**config.mk**
```make
export PLATFORM = sky130hd
export DESIGN_NAME = fxp_divider_param
export DESIGN_NICKNAME = d
export VERILOG_FILES = /design/src/rtl/fxp_divider_param.sv
export SDC_FILE = /design/constraint.sdc
export NUM_CORES = 1
export LEC_CHECK = 0
export ABC_CLOCK_PERIOD_IN_PS = 5000
export BUFFER_PORTS_ARGS = -buffer_cell sky130_fd_sc_hd__buf_4
export CAP_MARGIN = 20
export CORE_MARGIN = 2
export CORE_UTILIZATION = 47
export DETAILED_ROUTE_END_ITERATION = 6
export PLACE_DENSITY = 0.64
export SYNTH_ARGS = -nofsm -noshare
export SYNTH_HDL_FRONTEND = slang
export SYNTH_SLANG_ARGS = --single-unit
export TNS_END_PERCENT = 30
```
**constraint.sdc**
```tcl
create_clock -name clk -period 5 [get_ports clk]
set_clock_uncertainty 0.05 [all_clocks]
set_input_delay 1 -clock clk [delete_from_list [all_inputs] [get_ports clk]]
set_output_delay 1 -clock clk [all_outputs]
set_load 0.01 [all_outputs]
```
**src/rtl/fxp_divider_param.sv**
```systemverilog
// rtl/fxp_divider_param.sv - parametrised unsigned fixed-point restoring divider with error checks
module fxp_divider_param #(
    parameter int WIDTH = 16,
    parameter int FRAC  = 8
) (
    input  logic             clk,
    input  logic             rst,
    input  logic             start,
    input  logic [WIDTH-1:0] dividend,
    input  logic [WIDTH-1:0] divisor,
    output logic             busy,
    output logic             valid,
    output logic [WIDTH-1:0] quotient,
    output logic [WIDTH-1:0] remainder,
    output logic             dvz,
    output logic             ovf
);

    localparam int CNT_W = $clog2(WIDTH);

    typedef enum logic [2:0] {
        IDLE  = 3'd0,
        CHECK = 3'd1,
        ITER  = 3'd2,
        DONE  = 3'd3,
        ERR   = 3'd4
    } state_t;

    state_t             state;
    state_t             state_next;
    logic [WIDTH-1:0]   dvd_r;
    logic [WIDTH-1:0]   dvs_r;
    logic [WIDTH-1:0]   nbits;
    logic [WIDTH:0]     prem;
    logic [CNT_W-1:0]   cnt;
    logic               err_dvz;

    logic [WIDTH:0]     shifted;
    logic [WIDTH+1:0]   diff;
    logic               borrow;
    logic               is_zero;
    logic               is_ovf;

    // The upper FRAC bits of N seed the partial remainder; the remaining WIDTH
    // bits of N (dividend low bits followed by FRAC zeros) are fed in one per cycle.
    // Overflow means those seed bits already reach the divisor, i.e. quotient >= 2^WIDTH.
    always_comb begin
        shifted = {prem[WIDTH-1:0], nbits[WIDTH-1]};
        diff    = {1'b0, shifted} - {2'b00, dvs_r};
        borrow  = diff[WIDTH+1];
        is_zero = (dvs_r == '0);
        is_ovf  = ((dvd_r >> (WIDTH - FRAC)) >= dvs_r);
    end

    // State register
    always_ff @(posedge clk or negedge rst) begin
        if (!rst) begin
            state <= IDLE;
        end else begin
            state <= state_next;
        end
    end

    // Next-state logic
    always_comb begin
        state_next = state;
        case (state)
            IDLE:    if (start) state_next = CHECK;
            CHECK:   state_next = (is_zero || is_ovf) ? ERR : ITER;
            ITER:    if (cnt == '0) state_next = DONE;
            DONE:    state_next = IDLE;
            ERR:     state_next = IDLE;
            default: state_next = IDLE;
        endcase
    end

    // Status outputs decoded from the registered state and error cause
    always_comb begin
        busy  = (state != IDLE);
        valid = (state == DONE) || (state == ERR);
        dvz   = (state == ERR) && err_dvz;
        ovf   = (state == ERR) && !err_dvz;
    end

    // Operand capture, check-cycle setup and one restoring step per ITER cycle
    always_ff @(posedge clk or negedge rst) begin
        if (!rst) begin
            dvd_r     <= '0;
            dvs_r     <= '0;
            nbits     <= '0;
            prem      <= '0;
            cnt       <= '0;
            err_dvz   <= 1'b0;
            quotient  <= '0;
            remainder <= '0;
        end else begin
            case (state)
                IDLE: begin
                    if (start) begin
                        dvd_r     <= dividend;
                        dvs_r     <= divisor;
                        quotient  <= '0;
                        remainder <= '0;
                    end
                end
                CHECK: begin
                    prem    <= {1'b0, dvd_r >> (WIDTH - FRAC)};
                    nbits   <= dvd_r << FRAC;
                    cnt     <= CNT_W'(WIDTH - 1);
                    err_dvz <= is_zero;
                    if (is_zero || is_ovf) begin
                        quotient <= '1;
                    end
                end
                ITER: begin
                    nbits    <= nbits << 1;
                    prem     <= borrow ? shifted : diff[WIDTH:0];
                    quotient <= {quotient[WIDTH-2:0], ~borrow};
                    cnt      <= cnt - 1'b1;
                    if (cnt == '0) begin
                        remainder <= borrow ? shifted[WIDTH-1:0] : diff[WIDTH-1:0];
                    end
                end
                default: begin
                end
            endcase
        end
    end

endmodule
```
==> results of run 1 <==
flip-flops by register name, summed over array words and instances, names as in the netlist:
| name | count |
|---|---|
| cnt | 4 |
| dvd_r | 16 |
| dvs_r | 16 |
| err_dvz | 1 |
| nbits | 8 |
| prem | 16 |
| quotient | 16 |
| remainder | 16 |
| state | 3 |
worst max-delay path: cells and delay by family, from the launching register on:
kind	cells	cell delay, ns
AO/OA/AOI/OAI	3	1.21
adder cells (fa/ha/maj)	1	0.57
flip-flops	1	0.45
multiplexers	1	0.21
AND/OR/NAND/NOR	2	0.36
routing by layer:
| metal | GRT usage [%] | up-vias | part of all wire [%] |
|---|---|---|---|
| met5 | 0 | - | 0 |
| met4 | 8.861 | 0 | 2.5 |
| met3 | 5.335 | 23 | 5.6 |
| met2 | 37.79 | 116 | 47 |
| met1 | 31.61 | 2082 | 45 |
| li1 | - | 2108 | - |
worst min path at each step:
stage                         from  endpoint  slack, ns
after floorplan             cnt[3]    cnt[3]       0.40
after global placement    dvd_r[0]  dvd_r[0]       0.41
after detailed placement  dvd_r[0]  dvd_r[0]       0.41
after CTS                 dvd_r[0]  dvd_r[0]       0.44
after global routing      dvd_r[3]  dvd_r[3]       0.45
final                     dvd_r[6]  dvd_r[6]       0.43
placed cells by master (no fill, tap or decap), types with 7 or more instances in the layout:
| cell type | Yosys | layout |
|---|---|---|
| o221a_2 | 7 | 7 |
| nand2_1 | 145 | 145 |
| inv_1 | 24 | 24 |
| a21oi_1 | 26 | 26 |
| buf_4 | 1 | 77 |
| a21o_1 | 9 | 9 |
| ha_1 | 25 | 25 |
| dfrtp_1 | 96 | 96 |
| clkbuf_8 | 0 | 9 |
| a22oi_1 | 8 | 8 |
| and3_1 | 10 | 10 |
| nor3_1 | 13 | 13 |
| o21ai_0 | 32 | 32 |
| nor2_1 | 18 | 18 |
| mux2i_1 | 9 | 9 |
per-stage QoR:
stage,hold slack [ns],util (%),setup slack [ns]
2_1_floorplan,0.3959,-,2.627
3_3_place_gp,0.4092,53.65,2.185
3_5_place_dp,0.4128,53.65,2.099
4_1_cts,0.4367,55.45,2.068
5_1_grt,0.4528,55.59,1.815
6_report,0.4324,55.59,2.060
cell families after synthesis:
| family | synth area share (%) |
|---|---|
| AO/OA/AOI/OAI | 20.79 |
| multiplexers | 1.936 |
| adder cells (fa/ha/maj) | 6.358 |
| buffers and inverters | 5.091 |
| AND/OR/NAND/NOR | 18.59 |
| flip-flops | 45.89 |
| XOR/XNOR | 1.338 |
final cells by class:
class / count / share of cell area, %
clock buffer: 10 / 2.118
clock inverter: 6 / 1.121
inverter: 24 / 1.495
multi-input combinational: 410 / 42.65
sequential: 96 / 39.87
tap: 140 / 2.907
timing repair buffer: 78 / 9.842
power by group through the flow:
stage	Combinational [mW]	Sequential, mW	Clock [mW]
after floorplan	2.15	1.38	0
after global placement	2.79	1.42	0
after detailed placement	2.86	1.42	0
after CTS	2.87	1.41	0.535
after global routing	3.21	1.45	0.568
final	2.86	1.41	0.520
==> results.json, run 1 <==
{
  "final_nets": 680,
  "maxCapViolations": 0,
  "rr_worst_depth": 7,
  "timing.rr.end": "remainder[2]",
  "area_growth_pct": 15.11,
  "rsz0062_at_grt": "false",
  "tns_ns": 0,
  "drt-total-wl_mm": 13.01,
  "fin_crit_sh_pct": 58.79,
  "io_pins": 71,
  "n_fill_cell": 1043,
  "regArea_um2": 2402,
  "max_stage_delay_ns": 0.80,
  "core_um2": 10840,
  "via_per_inst": 5.666,
  "cts_root_buf": "clkbuf_8",
  "peakVddDrop_v": 0.0004174,
  "cts-buffers-inserted": 9,
  "crit_end": "remainder[2]",
  "yosysTopAreaCellShare_pct": 45.89,
  "num_vias": 4329,
  "cp_data_required_time_ns": 5.23,
  "synth.avg_cell_area_um2": 9.332,
  "reg2reg_setup_slack_ns": 2.06,
  "synth-seq-area-share_pct": 45.89,
  "holdBufCountCts": 0,
  "io_buffers": 70,
  "dp_cells": 747,
  "yosys_warnings": 0,
  "syn_nets": 622,
  "drc": 0,
  "postCtsSetupBuffers": 0,
  "first_iter_violations": 286,
  "worstPathMaxFanout": 13,
  "synth_cell_types": 68,
  "crit_type": "flip-flop to flip-flop",
  "die_area_um2": 12000,
  "cp-start-kind": "flip-flop",
  "routedWlPerCell_um": 17.03,
  "start_util_pct": 48.29,
  "synth_edf_count": 0,
  "cts.clk_slew.worst_paths_ns": 0.09,
  "syn_area_um2": 5235,
  "cts_resized": 0,
  "seq_power_share_pct": 29.4,
  "synthCells": 561,
  "h-tree-depth": 3,
  "maxSlewViolCount": 0,
  "p_total_mw": 4.796,
  "synth-main-ff-cell": "dfrtp_1",
  "synth.area.top_cells": "dfrtp_1 46%, nand2_1 10%, ha_1 6.0%",
  "cts_tree": "yes",
  "clkSinkCount": 96,
  "gp_congestion": 0.8965,
  "antenna_found_initial": 0,
  "fin_area_um2": 6026,
  "crit_chain": "ha_1 -> nand4_4 -> nor3_2 -> o21ai_2 -> a31oi_2 -> mux2i_1 -> o31ai_1",
  "worst_pin_slew_ns": 0.9466,
  "firstDrtPassIters": 5,
  "layout-drive-gt1-share_pct": 20.83,
  "grt_pass1_wl_mm": 21.74,
  "hp-class": "flip-flop to flip-flop",
  "setup_viol": 0,
  "clock_power_share_pct": 10.8,
  "maxSlewHeadroom_pct": 36.69,
  "clk_path_buf_depth": 2,
  "grt_pass1_vias": 4277,
  "clk_latency_ns": 0.38,
  "std_cell_rows": 38,
  "hold_depth": 2,
  "power_leakage_nw": 2.895,
  "grt_max_degree": 51,
  "track_usage_pct": 23.69,
  "die_h_um": 109.5,
  "ant_nets": 0,
  "p_int_mw": 2.540,
  "critPathArrivalTime_ns": 3.17,
  "hold_viol_final": 0,
  "crit_start": "prem[11]",
  "multiInputGateArea_um2": 2570,
  "powerDensity_nw_per_um2": 795.9,
  "synth_commonest_cells": "145 x nand2_1, 96 x dfrtp_1, 32 x o21ai_0, 26 x a21oi_1, 25 x ha_1",
  "ys_ff_latch": 96,
  "p_sw_share_pct": 47.03,
  "endpoint_kind": "flip-flop",
  "place_area_um2": 5816,
  "fmax_mhz": 340.2,
  "r2r-start": "prem[11]",
  "final_cells": 764,
  "yosysMostFrequentCell": "nand2_1",
  "die_x_um": 109.5,
  "outcome": "finished, final reports clean",
  "crit_slowest_cell": "a31oi_2",
  "dp_hpwl_mm": 9.458,
  "num_antenna_cells": 0,
  "synthArstFlopShare_pct": 100.0,
  "power_frac_comb_pct": 59.7,
  "p_switching_mw": 2.256,
  "period_needed_ns": 2.940,
  "grt_overflow": 0,
  "synth_top_area_cell": "dfrtp_1"
}
No activity file was read; power rests on OpenSTA's default activity.
==> run 2, diff against run 1 <==
--- a/config.mk
+++ b/config.mk
@@ -5,7 +5,7 @@
 export SDC_FILE = /design/constraint.sdc
 export NUM_CORES = 1
 export LEC_CHECK = 0
-export ABC_CLOCK_PERIOD_IN_PS = 5000
+export ABC_CLOCK_PERIOD_IN_PS = 2800
 export BUFFER_PORTS_ARGS = -buffer_cell sky130_fd_sc_hd__buf_4
 export CAP_MARGIN = 20
 export CORE_MARGIN = 2
==> constraint.sdc (replaced) <==
create_clock -name clk -period 2.8 [get_ports clk]
set_clock_uncertainty 0.05 [all_clocks]
set_input_delay 0.56 -clock clk [delete_from_list [all_inputs] [get_ports clk]]
set_output_delay 0.56 -clock clk [all_outputs]
set_load 0.01 [all_outputs]
==> results.json, run 2 (synthesis results as in run 1) <==
{
  "start_util_pct": 48.29,
  "std_cell_rows": 38,
  "max_stage_delay_ns": 0.41,
  "track_usage_pct": 23.30,
  "drc": 0,
  "cts-buffers-inserted": 9,
  "ant_nets": 0,
  "powerDensity_nw_per_um2": 1455,
  "power_leakage_nw": 2.971,
  "peakVddDrop_v": 0.0006170,
  "num_antenna_cells": 0,
  "dp_cells": 756,
  "place_area_um2": 5908,
  "maxCapViolations": 0,
  "crit_type": "flip-flop to flip-flop",
  "setup_viol": 0,
  "grt_pass1_wl_mm": 21.33,
  "maxSlewHeadroom_pct": 55.43,
  "worst_pin_slew_ns": 0.6625,
  "io_pins": 71,
  "crit_slowest_cell": "fa_1",
  "dp_hpwl_mm": 9.588,
  "final_cells": 772,
  "hold_ws_ns": 0.1094,
  "cp-start-kind": "flip-flop",
  "gp_congestion": 0.8714,
  "fmax_mhz": 384.8,
  "final_nets": 688,
  "endpoint_kind": "flip-flop",
  "maxSlewViolCount": 0,
  "layout-drive-gt1-share_pct": 22.63,
  "die_h_um": 109.5,
  "postCtsSetupBuffers": 0,
  "mostFrequentLayoutCells": "145 x nand2_1, 95 x dfrtp_1, 84 x buf_4, 32 x o21ai_0, 26 x a21oi_1",
  "routedWlPerCell_um": 17.13,
  "cts_tree": "yes",
  "clk_path_buf_depth": 2,
  "worstPathMaxFanout": 3,
  "core_um2": 10840,
  "grt_overflow": 0,
  "clk_latency_ns": 0.38,
  "grt_max_degree": 46,
  "drt-total-wl_mm": 13.22,
  "tns_ns": 0,
  "crit_chain": "inv_1 -> ha_1 -> inv_1 -> fa_1 -> a21o_1 -> a221oi_2 -> o21ai_1 -> a221oi_2 -> xor2_1 -> o21ai_1",
  "firstDrtPassIters": 4,
  "rsz0062_at_grt": "false",
  "cts.clk_slew.worst_paths_ns": 0.10,
  "area_growth_pct": 18.16,
  "io_buffers": 70,
  "cts_root_buf": "clkbuf_8",
  "cp_data_required_time_ns": 3.02,
  "dp_slack_ns": 0.1376,
  "via_per_inst": 5.658,
  "critPathArrivalTime_ns": 2.81,
  "h-tree-depth": 3,
  "die_area_um2": 12000,
  "grt_pass1_vias": 4252,
  "period_needed_ns": 2.598,
  "hold_viol_final": 0,
  "final_common_cell": "nand2_1",
  "setup_ws_ns": 0.2016,
  "first_iter_violations": 256,
  "clkSinkCount": 96,
  "die_x_um": 109.5,
  "hp-class": "primary input to asynchronous set/reset pin",
  "outcome": "finished, final reports clean",
  "fin_crit_sh_pct": 92.80,
  "antenna_found_initial": 0,
  "fin_area_um2": 6186,
  "num_vias": 4368
}
run 2: cell count changes in the layout (fill, tap and decap cells not counted), sizes merged:
cell | before | now
bufinv | 1 | 3
clkinv | 2 | 0
clkbuf | 10 | 11
clkinvlp | 1 | 0
buf | 78 | 86
run 2: area by class of cell:
type	count	area, um2
Clock buffer	11	151.4
Multi-Input combinational cell	410	2585
Tap cell	140	175.2
Sequential cell	96	2404
Timing Repair Buffer	86	670.6
Clock inverter	5	110.1
Fill cell	998	4654
Inverter	24	90.09
run 2: final timing paths:
check	start	to	slack [ns]	depth (start not counted)
max	nbits[15]	remainder[14]	0.20	10
min	rst	dvs_r[7]	0.11	1
max reg2reg	nbits[15]	remainder[14]	0.20	10
min reg2reg	cnt[3]	cnt[3]	0.43	1
max in group asynchronous	rst	prem[0]	1.93	2
min in group clk	dividend[3]	dvd_r[3]	0.32	3
run 2: what timing repair did:
item,in CTS,in global routing
setup endpoints to repair,0,5
gates resized for setup,0,4
hold buffers,0,0
run 2: power by group:
part	switching, mW	total (mW)	leakage (nW)	internal, mW
registers	0.512	2.53	1.20	2.01
clock network	0.522	1.17	0.132	0.652
logic	3.07	5.30	1.64	2.23
run 2: critical path, delay by kind of cell (launching register included):
kind | cells | cell delay [ns]
AOI/OAI and AO/OA | 5 | 1.10
DFF | 1 | 0.39
xor gates and xnor gates | 1 | 0.24
buffers and inverters | 2 | 0.13
adders and majority gates | 2 | 0.57
run 2: through the flow:
step	power, mW	util (%)
after floorplan	6.298	-
after global placement	7.681	54.50
after detailed placement	7.790	54.50
after CTS	8.998	56.91
after global routing	9.699	57.06
final	9.001	57.06
run 2: layer usage:
metal	vias to the layer above	share of wire, %	GRT usage, %
met5	-	0	0
met3	24	4.6	4.505
met2	86	48	38.32
met1	2134	44	30.28
met4	0	2.7	9.313
li1	2124	-	-
==> run 3, diff against run 2 <==
==> config.mk (replaced) <==
export PLATFORM = sky130hd
export DESIGN_NAME = fxp_divider_param
export DESIGN_NICKNAME = d
export VERILOG_FILES = /design/src/rtl/fxp_divider_param.sv
export SDC_FILE = /design/constraint.sdc
export NUM_CORES = 1
export LEC_CHECK = 0
export ABC_CLOCK_PERIOD_IN_PS = 2550
export CAP_MARGIN = 20
export CORE_UTILIZATION = 47
export DETAILED_ROUTE_END_ITERATION = 6
export DONT_BUFFER_PORTS = 1
export PLACE_DENSITY = 0.59
export SYNTH_ARGS = -nofsm -noshare
export SYNTH_HDL_FRONTEND = slang
export SYNTH_SLANG_ARGS = --single-unit
export TNS_END_PERCENT = 30
==> constraint.sdc (replaced) <==
create_clock -name clk -period 2.55 [get_ports clk]
set_clock_uncertainty 0.05 [all_clocks]
set_input_delay 0.51 -clock clk [delete_from_list [all_inputs] [get_ports clk]]
set_output_delay 0.51 -clock clk [all_outputs]
set_load 0.01 [all_outputs]
==> results.json, run 3 (synthesis results as in run 1) <==
{
  "outcome": "complete, but fails checks",
  "violations": "hold timing",
  "std_cell_rows": 38,
  "peakVddDrop_v": 0.0008190,
  "power_frac_comb_pct": 59.9,
  "critPathArrivalTime_ns": 2.70,
  "die_area_um2": 11560,
  "die_h_um": 107.5,
  "area_growth_pct": 12.00,
  "antenna_found_initial": 0,
  "core_um2": 10840,
  "mostFrequentLayoutCells": "145 x nand2_1, 96 x dfrtp_1, 42 x buf_4, 31 x o21ai_0, 26 x a21oi_1",
  "p_int_mw": 5.558,
  "crit_end": "remainder[4]",
  "num_vias": 4203,
  "io_buffers": 0,
  "first_iter_violations": 263,
  "num_antenna_cells": 0,
  "via_per_inst": 5.765,
  "ant_nets": 0,
  "start_util_pct": 48.29,
  "seq_power_share_pct": 28.2,
  "crit_start": "dvs_r[10]",
  "track_usage_pct": 24.08,
  "io_pins": 71,
  "cts_root_buf": "clkbuf_8",
  "rsz0062_at_grt": "true",
  "maxSlewViolCount": 0,
  "hold_ws_ns": -0.2345,
  "final_nets": 645,
  "p_switching_mw": 4.541,
  "crit_chain": "inv_1 -> ha_2 -> a211oi_2 -> nor2_1 -> a221oi_4 -> a31oi_2 -> buf_12 -> mux2i_1 -> buf_4 -> o31ai_1",
  "hp-class": "primary input to asynchronous set/reset pin",
  "die_x_um": 107.5,
  "grt_max_degree": 97,
  "clkSinkCount": 96,
  "timing.rr.end": "remainder[4]",
  "fin_crit_sh_pct": 96.16,
  "clk_path_buf_depth": 2,
  "fin_util_pct": 54.09,
  "worst-path-stages": 10,
  "drt-total-wl_mm": 12.91,
  "layout-drive-gt1-share_pct": 17.66,
  "clock_power_share_pct": 11.9,
  "routedWlPerCell_um": 17.71,
  "fmax_mhz": 407.8,
  "dp_hpwl_mm": 9.418,
  "worstPathMaxFanout": 12,
  "cp-start-kind": "flip-flop",
  "grt_overflow": 0,
  "cts.clk_slew.worst_paths_ns": 0.09,
  "setup_viol": 0,
  "crit_type": "flip-flop to flip-flop",
  "endpoint_kind": "flip-flop",
  "max_stage_delay_ns": 0.39,
  "path_delay_family": "compound AO/OA/AOI/OAI gates",
  "p_sw_share_pct": 44.96,
  "worst_pin_slew_ns": 0.5993,
  "drc": 0,
  "clk_latency_ns": 0.38,
  "firstDrtPassIters": 4,
  "crit_buf_inv": 3,
  "h-tree-depth": 3,
  "gp_congestion": 0.8183,
  "grt_pass1_vias": 4247,
  "power_leakage_nw": 2.741,
  "crit_slowest_cell": "dfrtp_1",
  "dp_cells": 708,
  "final_common_cell": "nand2_1",
  "r2r-start": "dvs_r[10]",
  "cp_data_required_time_ns": 2.80,
  "maxCapViolations": 0,
  "reg2reg_setup_slack_ns": 0.1,
  "powerDensity_nw_per_um2": 1722,
  "cts-buffers-inserted": 9,
  "grt_pass1_wl_mm": 21.20,
  "maxSlewHeadroom_pct": 59.68,
  "hold_viol_final": 96,
  "cts_tree": "yes",
  "period_needed_ns": 2.452,
  "rr_worst_depth": 10,
  "final_cells": 729
}
-- run 3: cell types whose count changed in the layout (fill, tap and decap cells not counted), sizes merged --
cell    change
buf        -43
clkinv      +1
inv         -1
-- run 3: stage by stage --
| step | area (um2) | hold slack [ns] | TNS (ns) | setup slack, ns | total power [mW] |
|---|---|---|---|---|---|
| after floorplan | 5235 | 0.1644 | 0 | 0.1773 | 6.915 |
| after global placement | 5535 | 0.1672 | 0 | 0.04996 | 8.569 |
| after detailed placement | 5535 | 0.1687 | 0 | 0.02220 | 8.690 |
| after CTS | 5771 | -0.2531 | 0 | 0.001581 | 9.919 |
| after global routing | 5863 | -0.2562 | -0.04260 | -0.01376 | 10.94 |
| final | 5863 | -0.2345 | 0 | 0.09798 | 10.10 |
-- run 3: layer usage --
layer	vias up	track usage [%]	routed length (um)
li1	2027	-	-
met4	0	12.04	413
met2	97	38.23	6065
met3	24	5.508	695
met5	-	0	0
met1	2055	30.81	5737
-- run 3: area by class of cell --
type / instances / area [um2]
Fill cell: 1027 / 4977
Multi-Input combinational cell: 410 / 2625
Sequential cell: 96 / 2402
Timing Repair Buffer: 43 / 335.3
Tap cell: 140 / 175.2
Clock buffer: 11 / 131.4
Clock inverter: 5 / 103.9
Inverter: 24 / 90.09
-- run 3: power by group through the flow --
| stage | clock (mW) | sequential [mW] | combinational [mW] |
|---|---|---|---|
| global route | 1.29 | 2.94 | 6.71 |
| detailed placement | 0 | 2.87 | 5.82 |
| CTS | 1.22 | 2.85 | 5.85 |
| finish | 1.20 | 2.85 | 6.05 |
| global placement | 0 | 2.87 | 5.70 |
| floorplan | 0 | 2.70 | 4.21 |
-- run 3: how the worst min path moves through the flow --
stage / start / endpoint / cells past startpoint
global route: rst / quotient[14] / 0
floorplan: rst / cnt[0] / 0
finish: rst / prem[10] / 0
detailed placement: rst / dvs_r[12] / 0
global placement: rst / dvs_r[12] / 0
CTS: rst / quotient[9] / 0
-- run 3: timing repair --
item | in CTS | in global routing
buffers inserted | 0 | 5
hold endpoints to repair | 96 | 96
endpoints found under the setup margin | 0 | 18
resized for setup | 0 | 14
